<file path="src/rtl/alu_pkg.sv">
// Shared types for seq_alu: op encodings, FSM states and the flag bundle.
// BUSY only exists when SEQ_ALU_MUL_EN is defined.
package alu_pkg;

    typedef enum logic [2:0] {
        OP_ADD = 3'b000,
        OP_SUB = 3'b001,
        OP_AND = 3'b010,
        OP_XOR = 3'b011,
        OP_SLL = 3'b100,
        OP_SRL = 3'b101,
        OP_SRA = 3'b110,
        OP_MUL = 3'b111
    } alu_op_t;

`ifdef SEQ_ALU_MUL_EN
    typedef enum logic [1:0] {
        ST_IDLE = 2'd0,
        ST_BUSY = 2'd1,
        ST_DONE = 2'd2
    } alu_state_t;
`else
    typedef enum logic [1:0] {
        ST_IDLE = 2'd0,
        ST_DONE = 2'd2
    } alu_state_t;
`endif

    typedef struct packed {
        logic carry;
        logic zero;
        logic neg;
        logic ovf;
    } alu_flags_t;

endpackage

</file>
<file path="src/rtl/alu_shifter.sv">
// Combinational barrel shifter for SLL/SRL/SRA with the last shifted-out bit.
// An extra guard bit beside the operand catches the shifted-out bit; it is 0 for s = 0.
module alu_shifter
    import alu_pkg::*;
#(
    parameter int WIDTH = 32,
    parameter int SHW   = $clog2(WIDTH)
) (
    input  alu_op_t          op,
    input  logic [WIDTH-1:0] a,
    input  logic [SHW-1:0]   s,
    output logic [WIDTH-1:0] res,
    output logic             carry
);

    logic [WIDTH:0] sll, srl, sra;

    always_comb begin
        sll = {1'b0, a} << s;
        srl = {a, 1'b0} >> s;
        sra = $signed({a, 1'b0}) >>> s;
        res   = sll[WIDTH-1:0];
        carry = sll[WIDTH];
        case (op)
            OP_SRL:  {res, carry} = srl;
            OP_SRA:  {res, carry} = sra;
            default: ;
        endcase
    end

endmodule

</file>
<file path="src/rtl/seq_alu.sv">
// Handshaked registered ALU with an optional iterative shift-add multiplier.
// Define SEQ_ALU_MUL_EN to build the multiplier; otherwise op 111 passes a through.
module seq_alu
    import alu_pkg::*;
#(
    parameter int WIDTH = 32,
    parameter int SHW   = $clog2(WIDTH)
) (
    input  logic             clk,
    input  logic             rst,
    input  logic             in_valid,
    output logic             in_ready,
    input  logic [2:0]       op,
    input  logic [WIDTH-1:0] a,
    input  logic [WIDTH-1:0] b,
    input  logic             cin,
    output logic             out_valid,
    input  logic             out_ready,
    output logic [WIDTH-1:0] res,
    output logic             carry_flag,
    output logic             zero_flag,
    output logic             neg_flag,
    output logic             ovf_flag
);

    alu_state_t       state, state_nxt, accept_st;
    alu_op_t          opc;
    logic             accept, is_mul;
    logic [WIDTH-1:0] b_eff, sh_res, sc_res, res_q;
    logic [WIDTH:0]   sum;
    logic             sh_carry;
    alu_flags_t       sc_flags, flags_q;

    assign opc = alu_op_t'(op);

    alu_shifter #(.WIDTH(WIDTH), .SHW(SHW)) u_shifter (
        .op    (opc),
        .a     (a),
        .s     (b[SHW-1:0]),
        .res   (sh_res),
        .carry (sh_carry)
    );

    // Single-cycle datapath; SUB reuses the adder as a + ~b + 1.
    always_comb begin
        b_eff    = (opc == OP_SUB) ? ~b : b;
        sum      = {1'b0, a} + {1'b0, b_eff} + {{WIDTH{1'b0}}, (opc == OP_SUB) ? 1'b1 : cin};
        sc_res   = a;
        sc_flags = '0;
        case (opc)
            OP_ADD, OP_SUB: begin
                sc_res         = sum[WIDTH-1:0];
                sc_flags.carry = sum[WIDTH];
                sc_flags.ovf   = (a[WIDTH-1] == b_eff[WIDTH-1]) && (sum[WIDTH-1] != a[WIDTH-1]);
            end
            OP_AND: sc_res = a & b;
            OP_XOR: sc_res = a ^ b;
            OP_SLL, OP_SRL, OP_SRA: begin
                sc_res         = sh_res;
                sc_flags.carry = sh_carry;
            end
            default: ;
        endcase
        sc_flags.zero = (sc_res == '0);
        sc_flags.neg  = sc_res[WIDTH-1];
    end

`ifdef SEQ_ALU_MUL_EN
    logic [SHW-1:0]     cnt;
    logic [2*WIDTH-1:0] acc, mcand, acc_nxt;
    logic [WIDTH-1:0]   mplier;
    alu_flags_t         mul_flags;

    assign is_mul    = (opc == OP_MUL);
    assign accept_st = is_mul ? ST_BUSY : ST_DONE;

    always_comb begin
        acc_nxt         = acc + (mplier[0] ? mcand : '0);
        mul_flags.carry = |acc_nxt[2*WIDTH-1:WIDTH];
        mul_flags.ovf   = |acc_nxt[2*WIDTH-1:WIDTH];
        mul_flags.zero  = (acc_nxt[WIDTH-1:0] == '0);
        mul_flags.neg   = acc_nxt[WIDTH-1];
    end

    // One multiplier bit per BUSY cycle; cnt wraps to 0 after WIDTH-1.
    always_ff @(posedge clk) begin
        if (rst) begin
            cnt    <= '0;
            acc    <= '0;
            mcand  <= '0;
            mplier <= '0;
        end else if (accept && is_mul) begin
            cnt    <= '0;
            acc    <= '0;
            mcand  <= {{WIDTH{1'b0}}, a};
            mplier <= b;
        end else if (state == ST_BUSY) begin
            acc    <= acc_nxt;
            mcand  <= mcand << 1;
            mplier <= mplier >> 1;
            cnt    <= cnt + 1'b1;
        end
    end
`else
    assign is_mul    = 1'b0;
    assign accept_st = ST_DONE;
`endif

    always_comb begin
        in_ready  = (state == ST_IDLE) || (state == ST_DONE && out_ready);
        accept    = in_valid && in_ready;
        state_nxt = state;
        case (state)
            ST_IDLE: if (accept) state_nxt = accept_st;
            ST_DONE: if (out_ready) state_nxt = accept ? accept_st : ST_IDLE;
`ifdef SEQ_ALU_MUL_EN
            ST_BUSY: if (cnt == SHW'(WIDTH-1)) state_nxt = ST_DONE;
`endif
            default: state_nxt = ST_IDLE;
        endcase
    end

    always_ff @(posedge clk) begin
        if (rst) begin
            state   <= ST_IDLE;
            res_q   <= '0;
            flags_q <= '0;
        end else begin
            state <= state_nxt;
            if (accept && !is_mul) begin
                res_q   <= sc_res;
                flags_q <= sc_flags;
            end
`ifdef SEQ_ALU_MUL_EN
            else if (state == ST_BUSY && cnt == SHW'(WIDTH-1)) begin
                res_q   <= acc_nxt[WIDTH-1:0];
                flags_q <= mul_flags;
            end
`endif
        end
    end

    assign out_valid  = (state == ST_DONE);
    assign res        = res_q;
    assign carry_flag = flags_q.carry;
    assign zero_flag  = flags_q.zero;
    assign neg_flag   = flags_q.neg;
    assign ovf_flag   = flags_q.ovf;

endmodule
</file>
<file path="config.mk">
export PLATFORM = sky130hd
export DESIGN_NAME = seq_alu
export DESIGN_NICKNAME = d
export VERILOG_FILES = /design/src/rtl/alu_pkg.sv /design/src/rtl/alu_shifter.sv /design/src/rtl/seq_alu.sv
export SDC_FILE = /design/constraint.sdc
export NUM_CORES = 1
export LEC_CHECK = 0
export BUFFER_PORTS_ARGS = -buffer_cell sky130_fd_sc_hd__clkbuf_2
export CORE_MARGIN = 1.5
export CORE_UTILIZATION = 25
export DETAILED_ROUTE_END_ITERATION = 16
export GPL_TIMING_DRIVEN = 0
export PLACE_DENSITY = 0.38
export SLEW_MARGIN = 20
export SYNTH_ARGS = -nofsm -noshare
export SYNTH_HDL_FRONTEND = slang
export SYNTH_HIERARCHICAL = 1
export SYNTH_SLANG_ARGS = --single-unit
</file>
<file path="constraint.sdc">
create_clock -name clk -period 10.1 [get_ports clk]
set_clock_uncertainty 0.1 [all_clocks]
set_input_delay 0.505 -clock clk [delete_from_list [all_inputs] [get_ports clk]]
set_output_delay 0.505 -clock clk [all_outputs]
set_load 0.01 [all_outputs]
</file>
==> results.txt, run 1 <==
Final hold violations - 0
Top FF cell, synth - dfxtp_1
Vias in the first global route - 11486
CP required - 10230 ps
Fin worst setup slack - 2290 ps
CP max stage delay - 850 ps
Port Buffer Count - 108
Post-DP HPWL - 46200 um
CTS tree - yes
Post-CTS Resized - 0
DR vias - 11736
Fin cells - 1923
Post-CTS Setup Repair Bufs - 0
Post-Syn Nets - 1433
Cell Chain, Critical Path - clkbuf_2 -> clkbuf_1 -> nor2_1 -> clkbuf_1 -> buf_2 -> and2_1 -> clkbuf_1 -> buf_1 -> xor2_1 -> ha_1 -> clkbuf_1 -> and3_1 -> a221oi_1 -> nand3b_1 -> nand3_1 -> nor3b_1 -> o31ai_1 -> o21ai_0 -> nor4_1 -> and4_1 -> a31o_1
Largest net degree at the start of global routing - 13
Status - finished clean
R2R cell count - 10
Crit path max-delay cell type - buf_1
Worst setup SP type - input pin
Hold_sp - res[24]
Final Core Density - 28.9%
Period Utilization, post-route - 77.4%
Final Critical Period - 7810 ps
Distinct cells, synth - 89
Placed Instances - 1914
Pleak - 4.40 nW
Avg Synthesized Cell Area - 7.34 sq um
Yosys top cell by area - ha_1
Most frequent CP cell - clkbuf_1
# setup viols final - 0
DRC viols - 0
Crit path buffers/inverters - 7
Synthesis-to-finish area growth - 14.1%
Async S/R FF share, synth - 0%
Post-route cell area - 10800 sq um
FMAX - 128 MHz
Core area - 37600 sq um
Fillcell total - 4163
First-pass GRT wire length - 83000 um
Crit path max fanout - 12
Routability Congestion - 0.989
Clock transition at path regs - 60 ps
Fin. max-slew vios - 0
Worst R2R Setup Slack - 6830 ps
Least-Margin Pin Slew - 1150 ps
Hold-critical path depth - 2
FP Rows - 71
Total grt overflow - 0
Worst hold path type - reg -> reg
Share of cells above drive strength 1 - 17.9%
Longest Clk Path Bufs - 2
Drt wl/cell - 30.0 um
Routed WL - 57600 um
Reg-to-Reg Start - state[1]
Cell Pwr Density - 94.2 nW/um^2
Slew Limit Headroom - 22.3%
Post-route ant nets - 0
Post-synth EDFFs - 0
Top cell type's share of synthesized area - 8.42%
Kind of cell adding the most delay to the critical path - buffers and inverters
Register area share after synthesis - 7.58%
Drt first pass iters - 6
Post-Route Setup TNS - 0 ps
Final #Nets - 1548
CTS Root Cell - clkbuf_16
Die extent in x - 198 um
CP arrival - 7950 ps
Clock Sinks - 36
1st-iter DRT viols - 1360
Hold Path End - res[24]
WS Path Type - in -> reg
CTS H-tree depth - 2
Max_cap viols - 0
Peak VDD IR - 0.0000635 V
Global-route usage over all layers - 29.2%
Initial antenna violation count - 0
Number of hold buffers added after cts - 0
Initial Utilization - 25.3%
R2R Path End - zero_flag
RSZ-0062 raised after global routing - no
Vias per cell - 6.10
Crit path depth - 21
Yosys warnings - 6
Clock Latency Late Sink - 280 ps
Num CTS Buffers - 5
Top Ports - 110
Synth Instances - 1295
Cell Area, Placed - 10700 sq um
Die ar. - 39200 sq um
Synthesized flop and latch total - 36
Crit end category - register
Syn Std Cell Area - 9510 sq um
Die height - 198 um
Ranking of synthesized cells by area - ha_1, mux2i_1, dfxtp_1, mux4_2, a21oi_1
Pre-CTS setup slack - 2220 ps
==> final cells by class <==
class	instances	area (sq um)	share of cell area [%]
multi-input cells	1135	8170	75.4
flip-flops and latches	36	721	6.65
well taps	511	639	5.90
plain buffers	110	559	5.16
repair buffers	108	541	4.98
clock buffers	6	139	1.28
inverters	14	52.6	0.485
clock inverters	2	15.0	0.138
diodes	1	2.50	0.0231
==> flip-flops by register name (all words and copies together), names as in the netlist <==
signal and flops:
res 32, carry_flag 1, ovf_flag 1, state 1, zero_flag 1
==> layer usage <==
| metal | routed length, um | vias to the layer above | GRT usage, % |
|---|---|---|---|
| li1 | - | 5202 | - |
| met1 | 25900 | 5770 | 41.2 |
| met2 | 24600 | 656 | 44.5 |
| met3 | 5310 | 108 | 5.86 |
| met4 | 1880 | 0 | 8.48 |
| met5 | 0 | - | 0 |
==> where the power goes <==
part | leakage (nW) | switching, mW | internal [mW] | total (mW)
Sequential | 0.296 | 0.00734 | 0.154 | 0.162
Combinational | 4.04 | 0.462 | 0.237 | 0.699
Clock | 0.0691 | 0.0623 | 0.0981 | 0.160
Total | 4.40 | 0.532 | 0.489 | 1.02
==> worst max-delay path by stage <==
stage / start / to / slack (ps)
final: op[1] / zero_flag / 2290
after global routing: op[1] / zero_flag / 2060
after CTS: op[1] / zero_flag / 2510
after detailed placement: op[1] / zero_flag / 2220
after global placement: op[1] / zero_flag / 2170
after floorplan: op[1] / zero_flag / 4750
==> cells in the final DEF, fill, tap and decap left out, types with 29 or more instances in the layout <==
cell type	Yosys	layout
a211oi_1	31	31
a21oi_1	109	109
clkbuf_1	64	64
clkbuf_2	0	108
dfxtp_1	36	36
ha_1	64	64
mux2_2	36	36
mux2i_1	73	73
mux4_2	29	29
nand2_1	122	122
nand3_1	33	33
nor2_1	120	120
o21ai_0	99	99
xor2_1	40	40
==> synth_stat cells, drive strengths merged (11+ instances only) <==
cell    number
xor2        40
and2        19
and3        15
dfxtp       36
nand2b      14
a21oi      109
inv         14
o22ai       16
a211oi      33
mux2        36
a22oi       20
a22o        11
nand3       33
a31oi       16
buf         46
mux2i       73
a21o        19
clkbuf      64
ha          64
or2         11
o211ai      14
nor2       120
nor2b       12
o21ai      105
mux4        30
nor3        24
nand2      123
==> cells by family after synthesis <==
family | count (synthesis) | share of synthesized area (%)
AOI/OAI and AO/OA | 460 | 32.3
and+or+nand+nor | 421 | 21.2
muxes | 139 | 19.1
buffers and inverters | 124 | 6.44
adders and majority gates | 66 | 8.84
xor gates and xnor gates | 49 | 4.51
DFF | 36 | 7.58
==> per-stage QoR <==
stage | power (mW) | hold slack (ps)
after CTS | 1.00 | 359
after global routing | 1.08 | 376
after global placement | 0.851 | 347
after detailed placement | 0.840 | 351
final | 1.02 | 357
after floorplan | 0.579 | 376
==> tightest hold or removal path: stages, from the launching register on <==
cell and delay, ps:
dfxtp_1 310, nand2_1 50, a21oi_1 50
Note: power is estimated with default switching activity, not from simulation.
==> inputs of run 2 (changes only) <==
==> constraint.sdc (replaced) <==
create_clock -name clk -period 7.6 [get_ports clk]
set_clock_uncertainty 0.1 [all_clocks]
set_input_delay 0.38 -clock clk [delete_from_list [all_inputs] [get_ports clk]]
set_output_delay 0.38 -clock clk [all_outputs]
set_load 0.01 [all_outputs]
==> run 2 against run 1 <==
First-iteration DRC count grew 6.0%. Final cell count down 0.10%. Register-to-register slack lost 2500 ps. Sequential share of layout area is essentially flat. Critical endpoint unchanged. Largest cell class unchanged.
==> results.txt, run 2 (synthesized netlist as in run 1, its figures left out) <==
Post-route ant nets - 0 (unchanged)
Global-route usage over all layers - 29.2% (unchanged)
Cell Pwr Density - 125 nW/um^2 (was 94.2 nW/um^2)
Largest register FFs - 32 (unchanged)
CTS Root Cell - clkbuf_16 (unchanged)
Longest Clk Path Bufs - 2 (unchanged)
Worst Setup SP - op[1] (unchanged)
CP required - 7730 ps (was 10230 ps)
Hold_sp - in_valid (was res[24])
DRC viols - 0 (unchanged)
Top Ports - 110 (unchanged)
Initial antenna violation count - 0 (unchanged)
RSZ-0062 raised after global routing - no (unchanged)
Pre-CTS setup slack - -154 ps (was 2220 ps)
Clock Sinks - 36 (unchanged)
Placed Instances - 1914 (unchanged)
Period Utilization, post-route - 94.9%
Worst R2R Setup Slack - 4360 ps (was 6830 ps)
Post-Route Setup TNS - 0 ps (unchanged)
R2R Path End - zero_flag (unchanged)
1st-iter DRT viols - 1441 (was 1360)
Slew Limit Headroom - 25.6% (was 22.3%)
Peak VDD IR - 0.0000858 V (was 0.0000635 V)
Initial Utilization - 25.3% (unchanged)
Most common cell after layout, fill and taps aside - nand2_1 (unchanged)
Vias per cell - 6.09 (was 6.10)
Fin cells - 1921 (was 1923)
Worst hold path type - in -> reg (was reg -> reg)
Clk network pwr share - 15.8% (was 15.7%)
Total grt overflow - 0 (unchanged)
Clock Latency Late Sink - 280 ps (about the same)
First-pass GRT wire length - 83000 um (unchanged)
ANT cells - 0 (was 1)
Routability Congestion - 0.989 (unchanged)
Hold-critical path depth - 3 (was 2)
Num CTS Buffers - 5 (unchanged)
Crit end category - register (unchanged)
Vias in the first global route - 11486 (unchanged)
Fin worst setup slack - 388 ps (was 2290 ps)
Fin. max-slew vios - 0 (unchanged)
# setup viols final - 0 (unchanged)
Met1 usage - 41.2% (unchanged)
Crit path max fanout - 12 (unchanged)
Pleak - 4.41 nW (was 4.40 nW)
FP Rows - 71 (unchanged)
Post-DP HPWL - 46200 um (unchanged)
Crit path max-delay cell type - clkbuf_1 (was buf_1)
DR vias - 11696 (was 11736)
P_int - 0.650 mW (was 0.489 mW)
Number of hold buffers added after cts - 0 (unchanged)
Crit path buffers/inverters - 5 (was 7)
Share of cells above drive strength 1 - 17.9% (about the same)
Combinational Power Share - 68.4% (about the same)
Least-Margin Pin Slew - 1110 ps (was 1150 ps)
CP max stage delay - 560 ps (was 850 ps)
CTS tree - yes (unchanged)
Routed WL - 57500 um (was 57600 um)
Final Critical Period - 7210 ps
Kind of cell adding the most delay to the critical path - simple AND/OR/NAND/NOR gates (was buffers and inverters)
CP arrival - 7350 ps (was 7950 ps)
Port Buffer Count - 108 (unchanged)
Switching pwr - 0.706 mW (was 0.532 mW)
Post-CTS Resized - 0 (unchanged)
Max_cap viols - 0 (unchanged)
Final #Nets - 1547 (was 1548)
Hold Path End - state[1] (was res[24])
Core area - 37600 sq um (unchanged)
Cell Chain, Critical Path - clkbuf_2 -> clkbuf_1 -> nor2_1 -> clkbuf_1 -> buf_2 -> and2_1 -> buf_2 -> xor2_1 -> fa_1 -> fa_1 -> a21o_1 -> a221oi_2 -> nor4_1 -> or3_4 -> or3_1 -> a31oi_1 -> o2111ai_1 -> nor4_1 -> and4_1 -> a31o_1 (was clkbuf_2 -> clkbuf_1 -> nor2_1 -> clkbuf_1 -> buf_2 -> and2_1 -> clkbuf_1 -> buf_1 -> xor2_1 -> ha_1 -> clkbuf_1 -> and3_1 -> a221oi_1 -> nand3b_1 -> nand3_1 -> nor3b_1 -> o31ai_1 -> o21ai_0 -> nor4_1 -> and4_1 -> a31o_1)
Final hold violations - 0 (unchanged)
Status - finished clean (unchanged)
Sequential power share - 15.8% (about the same)
FMAX - 139 MHz
Reg-to-Reg Start - state[1] (unchanged)
Clock transition at path regs - 60 ps (about the same)
Die extent in x - 198 um (unchanged)
Worst setup SP type - input pin (unchanged)
Largest net degree at the start of global routing - 13 (unchanged)
Die ar. - 39200 sq um (unchanged)
CTS H-tree depth - 2 (unchanged)
Drt first pass iters - 6 (unchanged)
Post-CTS Setup Repair Bufs - 0 (unchanged)
M3 GR Usage - 5.86% (unchanged)
WS Path Type - in -> reg (unchanged)
Die height - 198 um (unchanged)
Top Usage Layer GRT - met2 (unchanged)
Switching share of power - 52.0% (was 52.1%)
R2R cell count - 10 (unchanged)
Met2 usage - 44.5% (unchanged)
Drt wl/cell - 29.9 um (was 30.0 um)
Synthesis-to-finish area growth - 14.0% (was 14.1%)
Most frequent cells in the layout - nand2_1, nor2_1, clkbuf_2, a21oi_1, o21ai_0 (was nand2_1, nor2_1, a21oi_1, clkbuf_2, o21ai_0)
Total power - 1.36 mW (was 1.02 mW)
run 2: changes by cell type in the layout (fill, tap and decap cells not counted):
cell      previous run  this run
diode_2              1         0
clkbuf_1            64        63
buf_1                7         6
clkbuf_2           108       109
run 2: how the worst max path moves through the flow:
stage / endpoint / slack, ps / cells after the start
floorplan: zero_flag / 2380 / 20
global placement: zero_flag / -210 / 21
detailed placement: zero_flag / -150 / 21
CTS: zero_flag / 140 / 21
global route: zero_flag / 100 / 20
finish: zero_flag / 390 / 20
run 2: power groups by stage:
stage,logic (mW),registers [mW],clock network (mW)
finish,0.927,0.215,0.214
global route,0.989,0.217,0.227
CTS,0.901,0.215,0.217
global placement,0.912,0.219,0
floorplan,0.545,0.225,0
detailed placement,0.897,0.219,0
run 2: layout make-up:
cell class                      instances  area (sq um)
Buffer                                109           557
Clock inverter                          2          15.0
Clock buffer                            6           139
Timing Repair Buffer                  108           541
Sequential cell                        36           721
Inverter                               14          52.6
Tap cell                              511           639
Fill cell                            4165         26700
Multi-Input combinational cell       1135          8170
run 2: stage by stage:
| step | hold WS, ps | utilization, % | area (sq um) |
|---|---|---|---|
| floorplan | 376 | - | 9510 |
| global placement | 347 | 28.4 | 10700 |
| detailed placement | 351 | 28.4 | 10700 |
| CTS | 234 | 28.8 | 10800 |
| global route | 252 | 28.8 | 10800 |
| finish | 236 | 28.8 | 10800 |
run 2: per-layer routing:
metal	up-vias	routed length [um]
li1	5200	-
met3	99	4890
met4	0	1790
met1	5804	26100
met2	593	24700
met5	-	0
run 2: worst reg2reg max path: stages, from the launching register on:
cell       delay, ps
dfxtp_1          310
nand2b_1         120
nand2_1          280
a2111o_1         450
nor4_2           220
nand4_1          130
nor4_1           480
o2111ai_1        180
nor4_1           520
and4_1           270
a31o_1           130
==> inputs of run 3 (changes only) <==
--- a/config.mk
+++ b/config.mk
@@ -10,6 +10,7 @@
 export CORE_UTILIZATION = 25
 export DETAILED_ROUTE_END_ITERATION = 16
 export GPL_TIMING_DRIVEN = 0
+export HOLD_SLACK_MARGIN = 0.12
 export PLACE_DENSITY = 0.38
 export SLEW_MARGIN = 20
 export SYNTH_ARGS = -nofsm -noshare
==> constraint.sdc (replaced) <==
create_clock -name clk -period 7.6 [get_ports clk]
set_clock_uncertainty 0.1 [all_clocks]
set_input_delay 0.76 -clock clk [delete_from_list [all_inputs] [get_ports clk]]
set_output_delay 0.76 -clock clk [all_outputs]
set_load 0.02 [all_outputs]
==> run 3 against run 2 <==
Sequential cell count unchanged. Final cell count unchanged. Sequential power about the same. Critical path depth unchanged. Die area unchanged. Cell area increased by 0.10%. Fmax decreased by 1.2%.
==> results.txt, run 3 (synthesized netlist as in run 1, its figures left out) <==
CTS H-tree depth - 2 (unchanged)
Top Ports - 110 (unchanged)
1st-iter DRT viols - 1468 (was 1441)
Placed Instances - 1914 (unchanged)
Initial Utilization - 25.3% (unchanged)
Die extent in x - 198 um (unchanged)
Period Utilization, post-route - 96.1% (was 94.9%)
Worst hold path type - reg -> reg (was in -> reg)
Vias in the first global route - 11486 (unchanged)
Clock Sinks - 36 (unchanged)
FMAX - 137 MHz (was 139 MHz)
Peak VDD IR - 0.0000877 V (was 0.0000858 V)
Pleak - 4.41 nW (about the same)
P_int - 0.651 mW (was 0.650 mW)
Routability Congestion - 0.989 (unchanged)
Post-CTS Setup Repair Bufs - 0 (unchanged)
Global-route usage over all layers - 29.2% (unchanged)
Post-CTS Resized - 3 (was 0)
Port Buffer Count - 108 (unchanged)
Clock transition at path regs - 60 ps (about the same)
Status - finished clean (unchanged)
Core area - 37600 sq um (unchanged)
Crit path max fanout - 10 (was 12)
Initial antenna violation count - 0 (unchanged)
Slew Limit Headroom - 23.6% (was 25.6%)
Die ar. - 39200 sq um (unchanged)
First-pass GRT wire length - 83000 um (unchanged)
Longest Clk Path Bufs - 2 (unchanged)
Routed WL - 57500 um (about the same)
Final Critical Period - 7300 ps (was 7210 ps)
Switching share of power - 52.6% (was 52.0%)
Fin. max-slew vios - 0 (unchanged)
Drt wl/cell - 30.0 um (was 29.9 um)
Cell Pwr Density - 126 nW/um^2 (was 125 nW/um^2)
ANT cells - 0 (unchanged)
# setup viols final - 0 (unchanged)
Synthesis-to-finish area growth - 14.1% (was 14.0%)
Worst R2R Setup Slack - 4320 ps (was 4360 ps)
R2R Path End - zero_flag (unchanged)
Number of hold buffers added after cts - 0 (unchanged)
WS Path Type - in -> reg (unchanged)
Total grt overflow - 0 (unchanged)
Crit end category - register (unchanged)
Max_cap viols - 0 (unchanged)
Worst setup SP type - input pin (unchanged)
Post-DP HPWL - 46200 um (unchanged)
Sequential power share - 15.7% (was 15.8%)
Least-Margin Pin Slew - 1140 ps (was 1110 ps)
CTS tree - yes (unchanged)
Most frequent cells in the layout - nand2_1, nor2_1, clkbuf_2, a21oi_1, o21ai_0 (unchanged)
Total power - 1.37 mW (was 1.36 mW)
R2R cell count - 10 (unchanged)
Vias per cell - 6.06 (was 6.09)
RSZ-0062 raised after global routing - no (unchanged)
Final #Nets - 1547 (unchanged)
Num CTS Buffers - 5 (unchanged)
CTS Root Cell - clkbuf_16 (unchanged)
Clk network pwr share - 15.6% (was 15.8%)
Combinational Power Share - 68.7% (was 68.4%)
Drt first pass iters - 6 (unchanged)
Fillcell total - 4164 (was 4165)
Post-route ant nets - 0 (unchanged)
CP required - 7740 ps (was 7730 ps)
Critical Path Sink - zero_flag (unchanged)
Post-Route Setup TNS - 0 ps (unchanged)
Die height - 198 um (unchanged)
Switching pwr - 0.721 mW (was 0.706 mW)
FP Rows - 71 (unchanged)
Worst Setup SP - op[0] (was op[1])
Final hold violations - 0 (unchanged)
Fin cells - 1921 (unchanged)
Share of cells above drive strength 1 - 18.2% (was 17.9%)
Largest net degree at the start of global routing - 13 (unchanged)
Largest register FFs - 32 (unchanged)
Reg-to-Reg Start - state[1] (unchanged)
DRC viols - 0 (unchanged)
DR vias - 11649 (was 11696)
Clock Latency Late Sink - 280 ps (about the same)
CP arrival - 7440 ps (was 7350 ps)
Most common cell after layout, fill and taps aside - nand2_1 (unchanged)
## run 3: metrics by stage
step,util (%),hold slack [ps],instance area [sq um],setup slack (ps)
global placement,28.4,347,10700,-585
CTS,28.9,359,10800,68.4
floorplan,-,430,9510,2000
global route,28.9,376,10800,70.1
finish,28.9,359,10800,297
detailed placement,28.4,351,10700,-534
## run 3: worst min path at each step
stage / start / end / cells past startpoint
global placement: res[24] / res[24] / 2
CTS: res[24] / res[24] / 2
global route: res[9] / res[9] / 2
finish: res[24] / res[24] / 2
floorplan: res[24] / res[24] / 2
detailed placement: res[24] / res[24] / 2
## run 3: routing by layer
layer	share of wire, %	GRT usage, %	vias to the layer above
met5	0	0	-
met2	43	44.5	611
met4	3.1	8.48	0
met1	46	41.2	5751
li1	-	-	5197
met3	8.4	5.86	90
## run 3: area by class of cell
class,instances,area (sq um),area share [%]
multi-input combinational,1135,8180,75.4
clock buffer,6,139,1.28
inverter,14,52.6,0.484
timing repair buffer,108,541,4.98
sequential,36,721,6.64
tap,511,639,5.89
clock inverter,2,15.0,0.138
buffer,109,566,5.21
## run 3: power groups by stage
stage          clock network (mW)  registers, mW  logic, mW
3_3_place_gp                    0          0.219      0.925
3_5_place_dp                    0          0.219      0.910
4_1_cts                     0.217          0.215      0.915
5_1_grt                     0.227          0.217       1.00
2_1_floorplan                   0          0.237      0.546
6_report                    0.214          0.215      0.942
## run 3: critical path, stage by stage
cell	delay, ps
clkbuf_2	330
buf_4	280
buf_4	210
clkbuf_1	510
clkbuf_2	390
and2_1	560
buf_2	510
xor2_1	150
fa_1	450
fa_1	470
a21o_1	210
a221oi_2	420
nor4_1	110
or3_4	380
or3_1	380
a31oi_1	210
o2111ai_1	140
nor4_1	540
and4_1	270
a31o_1	130
